`config.mk`:
```
export PLATFORM = sky130hd
export DESIGN_NAME = slow_pulse_domain_crosser
export DESIGN_NICKNAME = d
export VERILOG_FILES = /design/src/rtl/slow_pulse_domain_crosser.sv
export SDC_FILE = /design/constraint.sdc
export NUM_CORES = 1
export LEC_CHECK = 0
export ABC_CLOCK_PERIOD_IN_PS = 2800
export CORE_MARGIN = 3
export CORE_UTILIZATION = 45
export DETAILED_ROUTE_END_ITERATION = 7
export GPL_TIMING_DRIVEN = 0
export PLACE_DENSITY_LB_ADDON = 0.12
export SYNTH_ARGS = -nofsm -noshare
export SYNTH_HDL_FRONTEND = slang
export SYNTH_SLANG_ARGS = --single-unit
```
`constraint.sdc`:
```
create_clock -name clock -period 2.8 [get_ports clock]
set_input_delay 0.56 -clock clock [delete_from_list [all_inputs] [get_ports clock]]
set_output_delay 0.56 -clock clock [all_outputs]
set_load 0.05 [all_outputs]
```
`src/rtl/slow_pulse_domain_crosser.sv`:
```
// Synchronises a slow-domain level pulse, queues its rising edges and replays them as paced
// single-cycle pulses. Define SLOW_PULSE_OVERFLOW_EN to enable the sticky overflow flag.
module slow_pulse_domain_crosser #(
    parameter int SYNC_STAGES = 2,
    parameter int MAX_PENDING = 15,
    parameter int GAP         = 0
) (
    input  logic       clock,
    input  logic       reset,
    input  logic       pulseIn,
    input  logic       ready,
    output logic       pulseOut,
    output logic [7:0] pending,
    output logic       overflow
);
    localparam logic [7:0] MAX_LEVEL = 8'(MAX_PENDING);
    localparam logic [7:0] GAP_LOAD  = (GAP > 0) ? 8'(GAP - 1) : 8'd0;

    typedef enum logic [1:0] {IDLE, EMIT, HOLDOFF} state_t;

    state_t                 state_q, state_d;
    logic [SYNC_STAGES-1:0] sync_q, sync_d;
    logic [SYNC_STAGES-1:0] valid_q, valid_d;
    logic                   prev_q, prev_d;
    logic                   armed_q, armed_d;
    logic [7:0]             pending_q, pending_d;
    logic [7:0]             gap_cnt_q, gap_cnt_d;
    logic                   sync_out;
    logic                   detect;
    logic                   dequeue;
    logic                   at_limit;

    // valid_q tracks which sync stages hold real post-reset samples; edges are only armed
    // once the synchronised input has genuinely been seen low.
    always_comb begin
        sync_out = sync_q[SYNC_STAGES-1];
        sync_d   = {sync_q[SYNC_STAGES-2:0], pulseIn};
        valid_d  = {valid_q[SYNC_STAGES-2:0], 1'b1};
        prev_d   = sync_out;
        armed_d  = armed_q | (valid_q[SYNC_STAGES-1] & ~sync_out);
        detect   = armed_q & sync_out & ~prev_q;
    end

    always_comb begin
        dequeue   = (state_q == IDLE) && (pending_q != 8'd0) && ready;
        at_limit  = (pending_q == MAX_LEVEL);
        pending_d = pending_q;
        if (detect && !dequeue) begin
            if (!at_limit) begin
                pending_d = pending_q + 8'd1;
            end
        end else if (!detect && dequeue) begin
            pending_d = pending_q - 8'd1;
        end
    end

    always_ff @(posedge clock or posedge reset) begin
        if (reset) begin
            sync_q    <= '0;
            valid_q   <= '0;
            prev_q    <= 1'b0;
            armed_q   <= 1'b0;
            pending_q <= 8'd0;
            gap_cnt_q <= 8'd0;
        end else begin
            sync_q    <= sync_d;
            valid_q   <= valid_d;
            prev_q    <= prev_d;
            armed_q   <= armed_d;
            pending_q <= pending_d;
            gap_cnt_q <= gap_cnt_d;
        end
    end

    always_ff @(posedge clock or posedge reset) begin
        if (reset) begin
            state_q <= IDLE;
        end else begin
            state_q <= state_d;
        end
    end

    always_comb begin
        state_d   = state_q;
        gap_cnt_d = gap_cnt_q;
        case (state_q)
            IDLE: begin
                if (dequeue) begin
                    state_d = EMIT;
                end
            end
            EMIT: begin
                if (GAP > 0) begin
                    state_d   = HOLDOFF;
                    gap_cnt_d = GAP_LOAD;
                end else begin
                    state_d = IDLE;
                end
            end
            HOLDOFF: begin
                if (gap_cnt_q == 8'd0) begin
                    state_d = IDLE;
                end else begin
                    gap_cnt_d = gap_cnt_q - 8'd1;
                end
            end
            default: state_d = IDLE;
        endcase
    end

    always_comb begin
        pulseOut = (state_q == EMIT);
        pending  = pending_q;
    end

`ifdef SLOW_PULSE_OVERFLOW_EN
    logic overflow_q, overflow_d;

    always_comb begin
        overflow_d = overflow_q | (detect & ~dequeue & at_limit);
    end

    always_ff @(posedge clock or posedge reset) begin
        if (reset) begin
            overflow_q <= 1'b0;
        end else begin
            overflow_q <= overflow_d;
        end
    end

    assign overflow = overflow_q;
`else
    assign overflow = 1'b0;
`endif

endmodule

```
Yosys cells after proc, flatten, opt, wreduce, memory -nomap -nowiden --
Cells that the tools add are included.
Cells by class: add/sub/neg operators 3, multipliers 0, div/mod/pow operators 0, magnitude comparators 0, equality and inequality tests 6, shifts and indexed selects 0, mux-type cells 6, bitwise gates (word level) 7, reductions and logical operators 13
Operators by type and width (count):
- 8-bit two-way mux | 3
- 8-bit by 1-bit subtractor with 8-bit output, second input constant | 2
- 8-bit by 1-bit adder with 8-bit output, second input constant | 1
- 8-bit by 4-bit equality test with 1-bit output, second input constant | 1
- 8-bit zero test | 1
- 8-bit nonzero test | 1
- 2-bit inequality test, second input constant | 3
- 2-bit AND reduction | 3
- 1-bit logical AND | 4
- 2-bit two-way mux | 2
- 2-bit one-hot mux with 2 select lines | 1
- 1-bit bitwise AND | 3
- 1-bit NOT | 3
- 2-bit by 1-bit equality test with 1-bit output, second input constant | 1
- 2-bit equality test, second input constant | 1
- 1-bit zero test | 2
- 2-bit zero test | 1
- 2-bit nonzero test | 1
- 1-bit bitwise OR | 1
Storage, ports and cells: register bits 24, latch bits 0, RAM bits 0, ROM bits 0, input port bits 4, memories 0

Logic depth before layout (Yosys ltp) --
Gate-level depths: netlist of the first run.
depth after elaboration 7, gate-level depth with buffers 9, mapped depth without buffers 9

Worst setup path after synthesis of the first run --
No wires, ideal clock.
kind register -> register, start reg pending_q[1] (netlist: pending[1]), end reg pending_q[5] (netlist: pending[5]), setup time 0.125 ns, data arrival time 2.769 ns, data required time 2.675 ns, path slack -0.094 ns, stages on the path, launching flop included 10, buffers on the path 0, clock period less this slack 2.894 ns, cell sequence dfrtp_1 > or4_1 > o21ai_2 > nand2_1 > ha_1 > a21o_1 > a21oi_1 > o21ai_0 > xor2_1 > mux2_4
On the way: word-level cells in the longest chain between the ends 7
Ends and longest elaborated chain:
- start, declared | RTL line 26 | logic [7:0] pending_q, pending_d;
- start signal, assigned | RTL line 70 | pending_q <= pending_d;
- branches (longest 7 deep; another with 8-bit by 1-bit subtractor with 8-bit output)
Several ways; the timed one is not identified. The select of a mux whose other input is x is not followed. A chain may end at the register's enable or synchronous reset.

Worst setup path after layout of the first run --
start reg pending_q[4] (netlist: pending[4]), end reg pending_q[6] (netlist: pending[6])
Same word-level chain as after synthesis.

==> impl_metrics.csv, run 1 <==
group,metric,value,unit
status,status,"complete, no violations",
floorplanning,die_x,49.99,µm
sta,finalHoldViolations,0,
drt,drt-met1-wl,712,µm
worst_setup_path,cp_max_fo,7,
placed_design,place_hpwl,1078,µm
placed_design,io_buffer_count,12,
sta,post-route-min-period,2.700,ns
power_and_ir_drop,irDropWorstVdd,731.6,µV
grt,antenna_found_initial,0,
finish,antennaDiodeCount,0,
drt,routed.top_layer,"met4",
logic_synthesis,synth_top_area_cell,"dfrtp_1",
floorplanning,initial_utilization,48.84,%
worst_setup_path,endpoint_kind,"flip-flop",
clocking,clock-root-buffer,"clkbuf_4",
logic_synthesis,ys_seq_elements,15,
drt,vias_per_cell,4.924,
drt,drt_iter0_markers,3,
logic_synthesis,yosysWarnings,0,
worst_hold_path,hold_path.class,"reg2reg",
grt,grt_pass1_vias,620,
floorplanning,fp.dieArea,2499,µm²
logic_synthesis,synth_area_leaders,"dfrtp_1 43%, mux2_4 10%, ha_1 8.6%",
finish,post-route-util,62.60,%
clocking,numCtsBuffers,3,
worst_setup_path,path_class,"reg2reg",
sta,slew-limit-headroom,63.28,%
clocking,cts_tree,"done",
placed_design,globalplace.congestion,0.7930,
drt,final_antenna_net_count,0,
drt,routed_wirelength,1527,µm
logic_synthesis,avgSynthCellArea,11.61,µm²
clocking,cts_htree_levels,1,
floorplanning,num_rows,15,
grt,grt_max_degree,16,
logic_synthesis,syn_inst,75,
logic_synthesis,synth_fp_nets,86,
drt,drtPass1Iterations,4,
finish,syn_to_final_growth,28.16,%
clocking,clock-sinks,15,
finish,drive_above_1_share,32.98,%
logic_synthesis,ys_async_sr_fraction,100.0,%
grt,grt_overflow,0,
logic_synthesis,syn_area,870.8,µm²
finish,nets,106,
logic_synthesis,synth_common_cells,"15 x dfrtp_1, 6 x ha_1, 6 x mux2_4",
sta,max_freq,0.3703,GHz
grt,track_usage,13.74,%
drt,wl_per_cell,12.83,µm
drt,vias,586,
clocking,clk_pin_slew,0.10,ns
logic_synthesis,synth_ff_type,"dfrtp_1",
sta,tightest_slew,0.5501,ns
sta,slew_violations,0,
clocking,clk_latency,0.28,ns
drt,dr_wl_met2,739,µm
clocking,max-clock-path-buffers,2,
logic_synthesis,synth_seq_area_share,43.10,%
placed_design,placed_cell_area,1030,µm²
power_and_ir_drop,p_leak,0.4784,nW
job,drv_cap,0,
worst_setup_path,critPathLaunchType,"flip-flop",
grt,grt_pass1_wl,2594,µm
worst_setup_path,arrival,2.88,ns
floorplanning,coreArea,1783,µm²
drt,drc,0,
finish,final_area,1116,µm²
worst_setup_path,cp.required,2.98,ns
logic_synthesis,yosys.cell_count.top_type,"dfrtp_1",
sta,setup-violations-final,0,
logic_synthesis,synth_edf_count,0,
logic_synthesis,synth.top_cell.area_share,43.10,%
floorplanning,die_h,49.99,µm
logic_synthesis,synth_cell_type_count,31,
power_and_ir_drop,power_density,1297,nW/µm²
sta,skew,0.002196,ns
sta,fin_crit_sh,96.44,%
sta,rsz0062_at_grt,"no",
drt,wl_met3,40,µm
floorplanning,ios,14,
metrics by stage:
stage          hold WS [ns]  total power [mW]  worst slack (ns)  cells  setup TNS, ns
6_report             0.3559             1.448           0.09965    119              0
5_1_grt              0.3622             1.545           0.01092    119              0
4_1_cts              0.3594             1.393          0.006734    116              0
3_5_place_dp         0.3364             1.242           -0.3639    112        -0.9826
3_3_place_gp         0.3325             1.229           -0.3045    112        -0.7900
2_1_floorplan        0.3312             1.035          0.001031     75              0
worst max-delay path, cell delays in order, from the launching register on:
cell	delay, ns
dfrtp_2	0.44
or4_4	0.58
o21ai_4	0.20
nand2_4	0.12
fa_1	0.43
a21oi_2	0.19
o211ai_1	0.13
a21oi_1	0.19
xnor2_1	0.08
mux2_4	0.25
kinds of logic (layout without fill, tap and decap cells):
logic type      after synthesis  in the layout  synth area share [%]
compound gates               17             17                 14.37
flops                        15             15                 43.10
simple gates                 13             13                 8.622
fa+ha+maj                     7              7                 10.92
xor+xnor                      7              7                 7.040
mux                           7              7                 11.49
buf+inv                       7             26                 3.591
other cells                   2              2                0.8624
sequential cells by signal, indices dropped and copies added (netlist names):
register  flops
pending       8
sync_q        2
prev_q        1
armed_q       1
valid_q       2
state_q       1
per-layer routing:
layer	GRT usage (%)	vias up
met1	16.45	276
met3	2.115	2
met4	8.295	0
met5	0	-
met2	22.83	12
li1	-	296
final cells by class:
cell class | count | area [µm²]
Clock buffer | 3 | 22.52
Multi-Input combinational cell | 53 | 498.0
Fill cell | 142 | 666.9
Timing Repair Buffer | 15 | 142.6
Sequential cell | 15 | 382.9
Tap cell | 25 | 31.28
Inverter | 5 | 18.77
Buffer | 2 | 12.51
Clock inverter | 1 | 7.507
layout by cell type, fill, tap and decap left out, types with 2 or more instances in the layout:
| cell type | count |
|---|---|
| clkdlybuf4s50_1 | 12 |
| dfrtp_1 | 9 |
| mux2_4 | 6 |
| ha_1 | 6 |
| dfrtp_2 | 6 |
| xnor2_1 | 4 |
| inv_1 | 4 |
| buf_4 | 4 |
| nand2_1 | 3 |
| a21oi_1 | 3 |
| xor2_1 | 3 |
| clkbuf_4 | 3 |
| nor2b_1 | 2 |
| nor2_1 | 2 |
| or4_4 | 2 |
| a21oi_4 | 2 |
| a21o_1 | 2 |
| conb_1 | 2 |
repair_timing:
item	in CTS	in global routing
gates resized for setup	3	5
endpoints found under the hold margin	0	0
hold buffers	0	0
buffers inserted	0	3
pin swaps	0	1
setup endpoints to repair	3	3
where the power goes:
group          total [mW]  switching, mW  internal [mW]
Sequential          0.366         0.0716          0.294
Clock               0.129         0.0744         0.0542
Combinational       0.953          0.512          0.441
Total                1.45          0.658          0.790
path summary, 6_finish.rpt:
path / from / cells past startpoint / to / slack (ns)
min in group asynchronous: reset / 2 / sync_q[0]$_DFF_PP0_ / 0.61
min reg2reg: valid_q[0]$_DFF_PP0_ / 0 / valid_q[1]$_DFF_PP0_ / 0.36
min: valid_q[0]$_DFF_PP0_ / 0 / valid_q[1]$_DFF_PP0_ / 0.36
max: pending[4]$_DFFE_PP0P_ / 9 / pending[6]$_DFFE_PP0P_ / 0.1
max in group asynchronous: reset / 2 / pending[4]$_DFFE_PP0P_ / 1.80
max reg2reg: pending[4]$_DFFE_PP0P_ / 9 / pending[6]$_DFFE_PP0P_ / 0.1
Note: power is estimated with default switching activity, not from simulation.
==> run 2: changes to the inputs <==
--- a/config.mk
+++ b/config.mk
@@ -7,7 +7,7 @@
 export LEC_CHECK = 0
 export ABC_CLOCK_PERIOD_IN_PS = 2800
 export CORE_MARGIN = 3
-export CORE_UTILIZATION = 45
+export CORE_UTILIZATION = 46
 export DETAILED_ROUTE_END_ITERATION = 7
 export GPL_TIMING_DRIVEN = 0
 export PLACE_DENSITY_LB_ADDON = 0.12
==> run 2 against run 1 <==
Against the previous run: count of clock-buffer cells in the layout did not move; non-clock buffer count decreased by 3; fmax barely moved; worst setup slack gained 0.0024 ns; register-to-register slack is essentially flat; final area is 2.2% lower; critical path type unchanged; largest power group unchanged.
==> impl_metrics.csv, run 2 (synthesis gave the netlist of run 1 again) <==
group,metric,value,unit
status,status,"complete, no violations",
sta,fin_crit_sh,96.36,%
sta,slew_violations,0,
worst_setup_path,crit_slowest_cell,"or4_4",
worst_setup_path,path_class,"reg2reg",
drt,routed_wirelength,1457,µm
clocking,cts_htree_levels,1,
worst_setup_path,arrival,2.86,ns
worst_setup_path,cp_max_fo,7,
floorplanning,ios,14,
drt,drtPass1Iterations,2,
sta,post-route-min-period,2.698,ns
drt,final_antenna_net_count,0,
finish,fin_cells,116,
worst_setup_path,cp_top_family,"compound AO/OA/AOI/OAI gates",
floorplanning,die_x,49.51,µm
drt,drt_iter0_markers,1,
grt,track_usage,14.20,%
sta,tightest_slew,0.5363,ns
sta,slew-limit-headroom,64.21,%
floorplanning,fp.dieArea,2451,µm²
finish,drive_above_1_share,32.97,%
placed_design,dp_cells,112,
sta,rsz0062_at_grt,"yes",
clocking,post-cts-setup-buffers,0,
finish,syn_to_final_growth,25.29,%
finish,largest_reg_flops,8,
worst_setup_path,cp.required,2.97,ns
job,drv_cap,0,
grt,grt_max_degree,16,
drt,drc,0,
clocking,clock-root-buffer,"clkbuf_4",
worst_setup_path,cp_num_buf_inv,0,
finish,antennaDiodeCount,0,
sta,skew,0.002081,ns
grt,grt_pass1_vias,591,
finish,post-route-util,61.84,%
worst_setup_path,slowest_delay,0.57,ns
worst_setup_path,path_cells,"or4_4 -> o21ai_4 -> nand2_4 -> ha_1 -> a21o_1 -> a21oi_2 -> o21ai_0 -> xor2_1 -> mux2_4",
worst_hold_path,hold_path.class,"reg2reg",
sta,fin_ws,0.1020,ns
clocking,cts_tree,"done",
placed_design,io_buffer_count,12,
drt,vias_per_cell,4.983,
grt,grt_pass1_wl,2642,µm
sta,setup-violations-final,0,
finish,multi_input_area,498.0,µm²
finish,seq_area,382.9,µm²
grt,antenna_found_initial,0,
finish,nets,103,
clocking,clk_latency,0.28,ns
finish,fill_cells,161,
clocking,max-clock-path-buffers,2,
sta,hold_ws,0.3585,ns
placed_design,dpl_worst_slack,-0.2784,ns
finish,layout_commonest_cell,"clkdlybuf4s50_1",
sta,max_freq,0.3706,GHz
drt,wl_per_cell,12.56,µm
finish,final_cell_mix,"12 x clkdlybuf4s50_1, 9 x dfrtp_1, 6 x mux2_4, 6 x ha_1, 6 x dfrtp_2",
floorplanning,initial_utilization,49.36,%
sta,finalHoldViolations,0,
clocking,clock-sinks,15,
grt,grt_overflow,0,
floorplanning,num_rows,15,
clocking,postCtsHoldBufs,0,
clocking,clk_pin_slew,0.09,ns
power_and_ir_drop,power_density,1283,nW/µm²
floorplanning,coreArea,1764,µm²
clocking,numCtsBuffers,3,
placed_design,globalplace.congestion,0.6966,
floorplanning,die_h,49.51,µm
sta,fin_tns_setup,0,ns
power_and_ir_drop,p_leak,0.4666,nW
worst_setup_path,critPathLaunchType,"flip-flop",
power_and_ir_drop,irDropWorstVdd,836.3,µV
drt,vias,578,
placed_design,place_hpwl,1127,µm
worst_setup_path,endpoint_kind,"flip-flop",
run 2: cell types whose count changed in the layout (fill, tap and decap cells not counted):
cell / previous run / this run
o31ai_2: 0 / 1
fa_2: 0 / 1
a21oi_2: 1 / 2
clkinv_2: 0 / 1
o21ai_1: 1 / 0
o21ai_0: 1 / 2
a21oi_4: 2 / 1
o31ai_1: 1 / 0
fa_1: 1 / 0
buf_4: 4 / 1
clkinvlp_4: 1 / 0
run 2: through the flow:
step / total power, mW / area [µm²]
after detailed placement: 1.249 / 1030
after CTS: 1.386 / 1076
after global placement: 1.223 / 1030
final: 1.400 / 1091
after floorplan: 1.035 / 878.3
after global routing: 1.505 / 1091
run 2: final timing paths:
kind	from	to	slack, ns	cells past startpoint
min	sync_q[0]$_DFF_PP0_	sync_q[1]$_DFF_PP0_	0.36	0
max in group asynchronous	reset	pending[4]$_DFFE_PP0P_	1.79	2
min reg2reg	sync_q[0]$_DFF_PP0_	sync_q[1]$_DFF_PP0_	0.36	0
max reg2reg	pending[4]$_DFFE_PP0P_	pending[5]$_DFFE_PP0P_	0.10	9
min in group asynchronous	reset	sync_q[1]$_DFF_PP0_	0.62	2
max	pending[4]$_DFFE_PP0P_	pending[5]$_DFFE_PP0P_	0.10	9
run 2: power by group:
part | switching [mW] | leakage, nW | internal (mW)
combinational | 0.481 | 0.282 | 0.413
clock | 0.0663 | 0.0177 | 0.0529
sequential | 0.0919 | 0.167 | 0.295
run 2: final cells by class:
cell class | instances | share of cell area (%)
Multi-Input combinational cell | 53 | 45.64
Clock inverter | 1 | 0.4587
Clock buffer | 3 | 2.064
Inverter | 5 | 1.720
Timing Repair Buffer | 12 | 11.01
Sequential cell | 15 | 35.09
Tap cell | 25 | 2.867
Buffer | 2 | 1.147
run 2: repair_timing:
action                     CTS  global route
setup endpoints to repair    3             3
pin swaps                    1             0
gates resized for setup      4             4
run 2: per-layer routing:
layer / share of wire [%] / wire length, µm / up-vias / GRT usage (%)
met3: 2.2 / 32 / 4 / 2.417
met1: 46 / 672 / 274 / 17.18
li1: - / - / 292 / -
met5: 0 / 0 / - / 0
met2: 48 / 703 / 8 / 22.99
met4: 3.4 / 49 / 0 / 9.677
==> run 3: changes to the inputs <==
--- a/config.mk
+++ b/config.mk
@@ -7,7 +7,7 @@
 export LEC_CHECK = 0
 export ABC_CLOCK_PERIOD_IN_PS = 2800
 export CORE_MARGIN = 3
-export CORE_UTILIZATION = 46
+export CORE_UTILIZATION = 40
 export DETAILED_ROUTE_END_ITERATION = 7
 export GPL_TIMING_DRIVEN = 0
 export PLACE_DENSITY_LB_ADDON = 0.12
==> run 3 against run 2 <==
Against the previous run: flip-flop and latch count is the same; highest routed layer unchanged; global-route usage shrank 1.6 points; register-to-register slack gained 0.02 ns; critical path type unchanged.
==> impl_metrics.csv, run 3 (synthesis gave the netlist of run 1 again) <==
group,metric,value,unit
status,status,"complete, no violations",
sta,slew-limit-headroom,63.11,%
worst_hold_path,worstHoldPathCells,0,
power_and_ir_drop,power_density,1283,nW/µm²
finish,final_cell_mix,"12 x clkdlybuf4s50_1, 9 x dfrtp_1",
worst_setup_path,cp_num_buf_inv,0,
floorplanning,coreArea,2002,µm²
finish,fin_cells,123,
job,drv_cap,0,
clocking,clk_latency,0.28,ns
floorplanning,ios,14,
worst_setup_path,path_class,"reg2reg",
power_and_ir_drop,finalPower,1.430,mW
drt,final_antenna_net_count,0,
sta,fin_crit_sh,95.53,%
placed_design,io_buffer_count,12,
grt,grt_overflow,0,
worst_setup_path,cp_top_family,"compound AO/OA/AOI/OAI gates",
worst_hold_path,whs_endpoint,"valid_q[1]$_DFF_PP0_",
clocking,cts_htree_levels,1,
clocking,numCtsBuffers,3,
worst_setup_path,arrival,2.85,ns
worst_setup_path,ff2ff_setup_slack,0.13,ns
worst_setup_path,r2r_end,"pending[5]$_DFFE_PP0P_",
floorplanning,fp.dieArea,2773,µm²
finish,largest_reg_flops,8,
drt,vias_per_cell,4.927,
clocking,clock-root-buffer,"clkbuf_4",
power_and_ir_drop,irDropWorstVdd,642.1,µV
floorplanning,die_h,52.66,µm
placed_design,place_hpwl,1108,µm
worst_setup_path,endpoint_kind,"flip-flop",
sta,hold_ws,0.3521,ns
worst_setup_path,cp.required,2.98,ns
clocking,max-clock-path-buffers,2,
drt,drtPass1Iterations,2,
worst_setup_path,slowest_delay,0.57,ns
drt,drc,0,
worst_hold_path,hold_path.class,"reg2reg",
grt,grt_pass1_wl,2539,µm
floorplanning,die_x,52.66,µm
drt,routed_wirelength,1565,µm
worst_setup_path,cp_max_fo,7,
grt,grt_pass1_vias,577,
floorplanning,num_rows,16,
placed_design,dp_cells,114,
drt,vias,606,
finish,drive_above_1_share,34.38,%
drt,drt_iter0_markers,2,
grt,grt_max_degree,16,
placed_design,globalplace.congestion,0.7068,
worst_hold_path,hp-start,"valid_q[0]$_DFF_PP0_",
finish,layout_commonest_cell,"clkdlybuf4s50_1",
drt,wl_per_cell,12.72,µm
finish,nets,108,
grt,antenna_found_initial,0,
clocking,clk_pin_slew,0.10,ns
finish,antennaDiodeCount,0,
worst_setup_path,reg2reg_from,"pending[4]$_DFFE_PP0P_",
finish,syn_to_final_growth,28.02,%
worst_setup_path,path_cells,"or4_4 -> o21ai_2 -> nand2_4 -> ha_1 -> a21o_1 -> a21oi_2 -> o21ai_0 -> xor2_1 -> mux2_4",
clocking,clock-sinks,15,
worst_setup_path,critPathLaunchType,"flip-flop",
sta,finalHoldViolations,0,
clocking,cts_tree,"done",
finish,fill_cells,181,
grt,track_usage,12.64,%
worst_setup_path,crit_slowest_cell,"or4_4",
sta,tightest_slew,0.5528,ns
sta,fin_tns_setup,0,ns
sta,post-route-min-period,2.675,ns
floorplanning,initial_utilization,43.50,%
sta,slew_violations,0,
sta,setup-violations-final,0,
worst_setup_path,ff2ff_path_depth,9,
sta,skew,0.01056,ns
sta,max_freq,0.3739,GHz
power_and_ir_drop,p_leak,0.4870,nW
-- run 3: final cells by class --
| type | instances | area [µm²] | area share (%) |
|---|---|---|---|
| Clock buffer | 3 | 22.52 | 2.020 |
| Multi-Input combinational cell | 53 | 481.7 | 43.21 |
| Clock inverter | 1 | 5.005 | 0.4489 |
| Sequential cell | 15 | 382.9 | 34.34 |
| Tap cell | 27 | 33.78 | 3.030 |
| Inverter | 5 | 18.77 | 1.684 |
| Buffer | 2 | 12.51 | 1.122 |
| Timing Repair Buffer | 17 | 157.7 | 14.14 |
-- run 3: what timing repair did --
item,CTS,global route
setup buffers,0,5
pin swaps,0,2
resized for setup,3,2
hold buffers,0,0
setup endpoints to repair,3,4
-- run 3: layer usage --
layer / global-route usage [%] / share of wire [%]
met1: 16.11 / 48
met2: 20.04 / 48
met3: 1.709 / 1.5
met4: 7.660 / 2.0
met5: 0 / 0
-- run 3: how the worst max path moves through the flow --
| stage | slack, ns | to | start | cells past startpoint |
|---|---|---|---|---|
| after detailed placement | -0.31 | pending[5]$_DFFE_PP0P_ | ready | 10 |
| after global placement | -0.29 | pending[5]$_DFFE_PP0P_ | ready | 10 |
| final | 0.13 | pending[5]$_DFFE_PP0P_ | pending[4]$_DFFE_PP0P_ | 9 |
| after floorplan | 0.001 | pending[5]$_DFFE_PP0P_ | pending[4]$_DFFE_PP0P_ | 9 |
| after CTS | 0.005 | pending[6]$_DFFE_PP0P_ | pending[0]$_DFFE_PP0P_ | 9 |
| after global routing | -0.01 | pending[5]$_DFFE_PP0P_ | pending[1]$_DFFE_PP0P_ | 9 |
-- run 3: through the flow --
stage / area, µm² / setup slack, ns / util (%)
2_1_floorplan: 878.3 / 0.001031 / -
3_3_place_gp: 1032 / -0.2857 / 51.56
3_5_place_dp: 1032 / -0.3061 / 51.56
4_1_cts: 1070 / 0.004864 / 53.44
5_1_grt: 1115 / -0.01362 / 55.69
6_report: 1115 / 0.1252 / 55.69
-- run 3: where the power goes --
group          total (mW)  leakage (nW)  internal, mW  switching, mW
registers           0.366         0.167         0.294         0.0716
clock network       0.123        0.0177        0.0529         0.0697
logic               0.941         0.302         0.441          0.500
